### config.mk
export PLATFORM = sky130hd
export DESIGN_NAME = instr_fetch_unit
export DESIGN_NICKNAME = d
export VERILOG_FILES = /design/src/rtl/rv_pkg.sv /design/src/rtl/instr_fetch_unit.sv
export SDC_FILE = /design/constraint.sdc
export NUM_CORES = 1
export LEC_CHECK = 0
export ABC_AREA = 0
export CAP_MARGIN = 20
export CORE_ASPECT_RATIO = 0.9
export CORE_UTILIZATION = 48
export CTS_BUF_LIST = sky130_fd_sc_hd__clkbuf_2 sky130_fd_sc_hd__clkbuf_4 sky130_fd_sc_hd__clkbuf_8
export DETAILED_ROUTE_END_ITERATION = 10
export PLACE_DENSITY_LB_ADDON = 0.3
export SYNTH_ARGS = -nofsm -noshare
export SYNTH_HDL_FRONTEND = slang
export SYNTH_SLANG_ARGS = --single-unit
### constraint.sdc
create_clock -name clk -period 3.9 [get_ports clk]
set_input_delay 0.39 -clock clk [delete_from_list [all_inputs] [get_ports clk]]
set_output_delay 0.39 -clock clk [all_outputs]
set_load 0.05 [all_outputs]
### src/rtl/rv_pkg.sv
// Shared encodings for the fetch stage and program counter.
// Holds the halt/hold opcode values and the fetch FSM state type.
package rv_pkg;

  localparam logic [6:0] HALT_OPCODE = 7'h7F;
  localparam logic [6:0] PC_HOLD     = 7'h7F;

  typedef enum logic [2:0] {
    IDLE = 3'd0,
    REQ  = 3'd1,
    WAIT = 3'd2,
    HOLD = 3'd3,
    HALT = 3'd4
  } fetch_state_t;

  function automatic logic is_halt_opcode(input logic [6:0] opcode);
    return (opcode == HALT_OPCODE);
  endfunction

endpackage

### src/rtl/instr_fetch_unit.sv
// Fetch stage: one outstanding request at a time, a registered IF/ID output,
// and the advance/hold code that steers the program counter.
module instr_fetch_unit
  import rv_pkg::*;
#(
  parameter int WIDTH = 32,
  parameter int ILEN  = 32
) (
  input  logic             clk,
  input  logic             rst,
  input  logic [WIDTH-1:0] current_ins_add,
  output logic [6:0]       pc_scr,
  output logic             imem_req_valid,
  input  logic             imem_req_ready,
  output logic [WIDTH-1:0] imem_addr,
  input  logic             imem_rsp_valid,
  input  logic [ILEN-1:0]  imem_rsp_data,
  output logic             if_valid,
  output logic [ILEN-1:0]  if_instr,
  output logic [WIDTH-1:0] if_pc,
  input  logic             id_ready,
  output logic             halted
);

  fetch_state_t     state_r;
  fetch_state_t     next_s;
  logic [WIDTH-1:0] addr_r;
  logic [ILEN-1:0]  instr_r;
  logic [WIDTH-1:0] pc_r;
  logic             valid_r;
  logic             halted_r;

  logic             fire_s;
  logic             rsp_take_s;
  logic             rsp_halt_s;
  logic             accept_s;
  logic             req_valid_s;
  logic [6:0]       pc_scr_s;
  logic [WIDTH-1:0] addr_s;

  // Handshake qualifiers; responses outside WAIT are never looked at.
  always_comb begin
    req_valid_s = (state_r == REQ);
    fire_s      = req_valid_s && imem_req_ready;
    rsp_take_s  = (state_r == WAIT) && imem_rsp_valid;
    rsp_halt_s  = rsp_take_s && is_halt_opcode(imem_rsp_data[6:0]);
    accept_s    = (state_r == HOLD) && valid_r && id_ready;
  end

  // Next-state logic.
  always_comb begin
    next_s = state_r;
    case (state_r)
      IDLE: next_s = REQ;
      REQ: begin
        if (fire_s) begin
          next_s = WAIT;
        end else begin
          next_s = REQ;
        end
      end
      WAIT: begin
        if (rsp_halt_s) begin
          next_s = HALT;
        end else if (rsp_take_s) begin
          next_s = HOLD;
        end else begin
          next_s = WAIT;
        end
      end
      HOLD: begin
        if (accept_s) begin
          next_s = REQ;
        end else begin
          next_s = HOLD;
        end
      end
      HALT:    next_s = HALT;
      default: next_s = IDLE;
    endcase
  end

  // PC only advances on the decode-accept cycle; the request address follows
  // the PC while in REQ (the PC is parked there) and is frozen afterwards.
  always_comb begin
    pc_scr_s = PC_HOLD;
    addr_s   = addr_r;
    if (accept_s) begin
      pc_scr_s = instr_r[6:0];
    end else begin
      pc_scr_s = PC_HOLD;
    end
    if (req_valid_s) begin
      addr_s = current_ins_add;
    end else begin
      addr_s = addr_r;
    end
  end

  // State register and IF/ID output register.
  always_ff @(posedge clk) begin
    if (!rst) begin
      state_r  <= IDLE;
      addr_r   <= {WIDTH{1'b0}};
      instr_r  <= {ILEN{1'b0}};
      pc_r     <= {WIDTH{1'b0}};
      valid_r  <= 1'b0;
      halted_r <= 1'b0;
    end else begin
      state_r <= next_s;
      if (req_valid_s) begin
        addr_r <= current_ins_add;
      end
      if (rsp_halt_s) begin
        halted_r <= 1'b1;
      end else if (rsp_take_s) begin
        instr_r <= imem_rsp_data;
        pc_r    <= addr_r;
        valid_r <= 1'b1;
      end else if (accept_s) begin
        valid_r <= 1'b0;
      end
    end
  end

  assign pc_scr         = pc_scr_s;
  assign imem_req_valid = req_valid_s;
  assign imem_addr      = addr_s;
  assign if_valid       = valid_r;
  assign if_instr       = instr_r;
  assign if_pc          = pc_r;
  assign halted         = halted_r;

endmodule

==> impl_metrics.toml, run 1 <==
[finish]
fin_nets = 643
layout_commonest_cell = "clkdlybuf4s50_1"
antennaDiodeCount = 0
layout_common_cells = "173 x clkdlybuf4s50_1, 126 x nand2_1, 101 x dfxtp_1"
drive_gt1_frac = 0.136
area_delta_synth_final_pct = 45.5
design_area_um2 = 6150

[placement]
pre_cts_slack_ps = 1240
gp_congestion = 0.717
dp.final_hpwl_um = 7150
dpl_cell_area_um2 = 5960
port_buffers = 174

[routing]
routedWlPerCell_um = 14.3
via_count = 3374
firstDrtPassIters = 5
routed_wl_um = 10000
avgViaCountPerCell = 4.83
postRouteAntennaNets = 0
drc = 0
drt_iter0_markers = 82

[floorplanning]
ios = 175
die_h_um = 91.0
die_area_um2 = 9190
die_w_um = 101
coreArea_um2 = 8570
start_util = 0.494
core.rowCount = 32

[worst_setup_path]
cp_data_required_time_ps = 3510
crit_fanout = 33
crit_type = "flop to primary output"
reg2regPathDepth = 4
end_kind = "primary output"
cp-start-kind = "flop"
arrival_ps = 2640

[yosys]
synthTopCellsByArea = "dfxtp_1 48%, mux2i_1 15%, nand2_1 11%, mux2_4 7.1%, and2_2 3.2%"
synthCells = 412
synth_fp_nets = 481
synth_top_area_frac = 0.478
synth_area_leader_cell = "dfxtp_1"
synth-seq-cells = 101
ys_types = 31
syn-cell-area_um2 = 4230
synth.avg_cell_area_um2 = 10.3
ys_seq_area_frac = 0.478
ys_warn_count = 0

[global_route]
grt_pass1_vias = 3455
grt_pass1_wl_um = 16200
overflow = 0
grt_antenna_before_repair = 0
grt_usage = 0.226
grt_max_degree = 83

[outcome]
status = "completed"

[sta]
fin_ws_ps = 873
hold_violations = 0
relSlewSlack = 0.514
clock.fmax_mhz = 330
tns_ps = 0
finClkSkew_ps = 10.1
min_period_ps = 3030
rsz0062_at_grt = "false"
worst_pin_slew_ps = 729
fin_hold_ws_ps = 458
fin_crit_sh = 0.776
timing.final.max_slew_violations = 0
setup_viol = 0

[power_and_ir_drop]
power_density_nw_per_um2 = 378
p_leak_nw = 2.25
ir_drop_v = 0.000233

[worst_hold_path]
hp-class = "flop to flop"
hold_path_depth = 2

[clock_tree]
cts_inserted_buffers = 9
cts_max_level = 3
cts-resized-gates = 0
root_buffer = "clkbuf_8"
cts-hold-fix-buffers = 0
postCtsSetupBuffers = 0
cts_buffer_depth = 2
cts_tree = "yes"
clkSlewWorstSetupHoldPaths_ps = 100
cts_sinks = 101
insertion_delay_ps = 360

[flow_run]
max_cap_viol_count = 0
-- cell usage after synthesis --
| master | count |
|---|---|
| o21ai_0 | 1 |
| o21a_1 | 1 |
| a21o_1 | 1 |
| clkbuf_1 | 17 |
| and3b_1 | 1 |
| nor3b_4 | 1 |
| nand4bb_4 | 1 |
| and2_1 | 14 |
| a211oi_1 | 1 |
| o2111ai_1 | 1 |
| o211ai_1 | 1 |
| nand2b_1 | 7 |
| nand3_1 | 1 |
| dfxtp_1 | 101 |
| buf_6 | 4 |
| or2b_1 | 1 |
| and2_2 | 18 |
| inv_1 | 3 |
| mux2_4 | 20 |
| o21ba_2 | 1 |
| o221a_2 | 2 |
| a311o_1 | 1 |
| and3_1 | 1 |
| mux2_2 | 12 |
| buf_2 | 1 |
| and4_1 | 1 |
| buf_8 | 6 |
| a21oi_1 | 3 |
| nand2_1 | 126 |
| nor3b_2 | 1 |
| mux2i_1 | 62 |
-- power by group --
part           internal (mW)  switching [mW]  total [mW]
sequential              1.07          0.0237        1.10
clock                  0.262           0.382       0.644
combinational          0.257           0.333       0.590
total                   1.59           0.738        2.33
-- metrics by stage --
step                      cells  utilization  total power, mW
after CTS                   698        0.718             2.35
after global placement      682        0.696             1.70
final                       698        0.718             2.33
after detailed placement    682        0.696             1.71
after floorplan             412            -             1.51
after global routing        698        0.718             2.42
-- kinds of logic (layout without fill, tap and decap cells) --
family / after synthesis / count (layout) / share of synthesized area
mux: 94 / 94 / 0.250
simple gates: 173 / 173 / 0.197
flops: 101 / 101 / 0.478
compound gates: 13 / 13 / 0.0240
buf+inv: 31 / 198 / 0.0509
-- state kept, by name, indices dropped and copies added (netlist names) --
| register | flops |
|---|---|
| if_valid | 1 |
| halted | 1 |
| if_instr | 32 |
| state_r | 3 |
| if_pc | 32 |
| addr_r | 32 |
-- metal layers --
metal,share of wire,vias to the layer above,GRT usage
met5,0,-,0
met4,0.023,0,0.103
met3,0.076,18,0.0762
met2,0.50,105,0.396
met1,0.40,1573,0.243
li1,-,1678,-
-- final timing paths --
kind                                        startpoint                      to  slack [ps]
worst max-delay path             state_r[0]$_SDFF_PN0_           imem_addr[25]         870
worst max register to register   state_r[0]$_SDFF_PN0_   addr_r[25]$_SDFF_PN0_        2080
worst min-delay path            if_pc[27]$_SDFFE_PN0N_  if_pc[27]$_SDFFE_PN0N_         460
worst min register to register  if_pc[27]$_SDFFE_PN0N_  if_pc[27]$_SDFFE_PN0N_         460
-- critical path: stages (launching register included) --
cell and delay (ps):
dfxtp_1 430, nor3b_4 200, buf_4 500, mux2_2 410, clkdlybuf4s50_1 710
-- layout make-up --
class	instances	area (um2)
clock inverters	6	53.8
fillers	681	2410
repair buffers	179	1780
clock buffers	10	138
flip-flops and latches	101	2020
multi-input cells	280	2000
well taps	119	149
inverters	3	11.3
(Power assumes the default switching activity.)
==> run 2: changes to the inputs <==
CORE_UTILIZATION = 40   (was 48)
clock period = 2.5 ns   (was 3.9 ns; I/O delays follow)
==> run 2 against run 1 <==
Against the previous run:
- cell area rose by 0.16%
- global-route usage fell by 4.0 points
- die area rose by 20%
- non-clock buffer count rose by 1
- hold slack got worse by 89 ps
- sequential power rose by 55%
- register-to-register slack got worse by 1400 ps
- critical path type unchanged
- highest routed layer unchanged
==> impl_metrics.toml, run 2 (synthesized netlist as in run 1, its figures left out) <==
[worst_setup_path]
arrival_ps = 2110
slowest_delay_ps = 430
timing.rr.start = "state_r[0]$_SDFF_PN0_"
critPathTopFamily = "buffers and inverters"
end_kind = "primary output"
crit_fanout = 30
reg2regPathDepth = 4
cp_data_required_time_ps = 2250
crit_type = "flop to primary output"
reg2reg_to = "addr_r[31]$_SDFF_PN0_"
worstPathCellList = "nor3b_4, buf_6, mux2_2, buf_4"
critPathBufInv = 2
slowest_stage = "dfxtp_1"
rrSetupSlack_ps = 690
cp-start-kind = "flop"

[finish]
layout_common_cells = "133 x clkdlybuf4s50_1, 126 x nand2_1, 101 x dfxtp_1"
fin_nets = 644
antennaDiodeCount = 0
post-route-util = 0.601
area_delta_synth_final_pct = 45.7
layout_commonest_cell = "clkdlybuf4s50_1"
drive_gt1_frac = 0.202
final_cells = 709

[global_route]
grt_max_degree = 81
grt_usage = 0.185
grt_pass1_wl_um = 15900
grt_antenna_before_repair = 0
overflow = 0
grt_pass1_vias = 3284

[routing]
drt_iter0_markers = 134
firstDrtPassIters = 5
avgViaCountPerCell = 4.70
via_count = 3331
drc = 0
routed_wl_um = 10000
postRouteAntennaNets = 0
routedWlPerCell_um = 14.1

[sta]
finClkSkew_ps = 11.2
timing.final.max_slew_violations = 0
rsz0062_at_grt = "false"
fin_crit_sh = 0.943
worst_pin_slew_ps = 590
tns_ps = 0
clock.fmax_mhz = 424
setup_viol = 0
relSlewSlack = 0.605
hold_violations = 0
min_period_ps = 2360

[placement]
dp.final_hpwl_um = 7200
port_buffers = 174
post-place-cells = 693
gp_congestion = 0.772

[worst_hold_path]
holdPathEnd = "if_valid$_SDFFE_PN0P_"
hp-class = "primary input to flop"
hold_path.startpoint = "rst"
hold_path_depth = 3

[floorplanning]
die_area_um2 = 11000
ios = 175
core.rowCount = 35
die_w_um = 110
coreArea_um2 = 10200
start_util = 0.413
die_h_um = 99.5

[power_and_ir_drop]
p_clk_frac = 0.306
ir_drop_v = 0.000309
internal_power_mw = 2.64
power_density_nw_per_um2 = 611
p_comb_frac = 0.239
p_leak_nw = 2.36
p_seq_frac = 0.454
power.share.switching = 0.299
switchingPower_mw = 1.13

[clock_tree]
cts_buffer_depth = 2
cts_inserted_buffers = 9
postCtsSetupBuffers = 0
cts_max_level = 3
clkSlewWorstSetupHoldPaths_ps = 90
cts_tree = "yes"
root_buffer = "clkbuf_8"
cts_sinks = 101
cts-hold-fix-buffers = 0
insertion_delay_ps = 350

[flow_run]
max_cap_viol_count = 0

[outcome]
status = "completed"
run 2: repair_timing:
item / in CTS / in global routing
setup endpoints to repair: 2 / 3
gates resized for setup: 1 / 3
endpoints found under the hold margin: 0 / 0
run 2: per-stage QoR:
stage / power (mW) / area, um2 / setup slack (ps) / hold slack (ps)
after floorplan: 2.36 / 4230 / 680 / 392
final: 3.77 / 6160 / 143 / 369
after detailed placement: 2.65 / 5930 / 415 / 446
after CTS: 3.83 / 6160 / 25.4 / 343
after global routing: 3.93 / 6160 / 15.1 / 400
after global placement: 2.64 / 5930 / 458 / 441
run 2: how the worst max path moves through the flow:
stage	from	endpoint	slack (ps)	cells past startpoint
floorplan	if_valid$_SDFFE_PN0P_	pc_scr[0]	680	3
global placement	state_r[1]$_SDFF_PN0_	imem_addr[27]	460	4
detailed placement	state_r[1]$_SDFF_PN0_	imem_addr[31]	410	4
CTS	state_r[1]$_SDFF_PN0_	imem_addr[28]	30	3
global route	state_r[0]$_SDFF_PN0_	imem_addr[31]	20	4
finish	state_r[0]$_SDFF_PN0_	imem_addr[31]	140	4
run 2: worst reg2reg max path, delay by kind of cell (launching register included):
kind | cells | cell delay [ps]
and+or+nand+nor | 2 | 470
buffers and inverters | 1 | 380
muxes | 1 | 430
DFF | 1 | 430
run 2: cell type report:
type,instances,area [um2]
clock buffer,10,131
clock inverter,6,93.8
fill,912,4080
inverter,3,11.3
multi-input combinational,280,2000
sequential,101,2020
tap,129,161
timing repair buffer,180,1740
run 2: power groups by stage:
stage          sequential (mW)  clock (mW)  combinational [mW]
2_1_floorplan             1.80           0               0.561
4_1_cts                   1.71        1.21               0.910
6_report                  1.71        1.15               0.902
3_5_place_dp              1.75           0               0.905
3_3_place_gp              1.75           0               0.896
5_1_grt                   1.72        1.26               0.951
run 2: metal layers:
metal  up-vias  part of all wire  GRT usage  wire length [um]
met5         -                 0          0                 0
met1      1542              0.44      0.224              4360
met4         0             0.015     0.0597               153
li1       1677                 -          -                 -
met2       101              0.48      0.311              4790
met3        11             0.070     0.0570               699
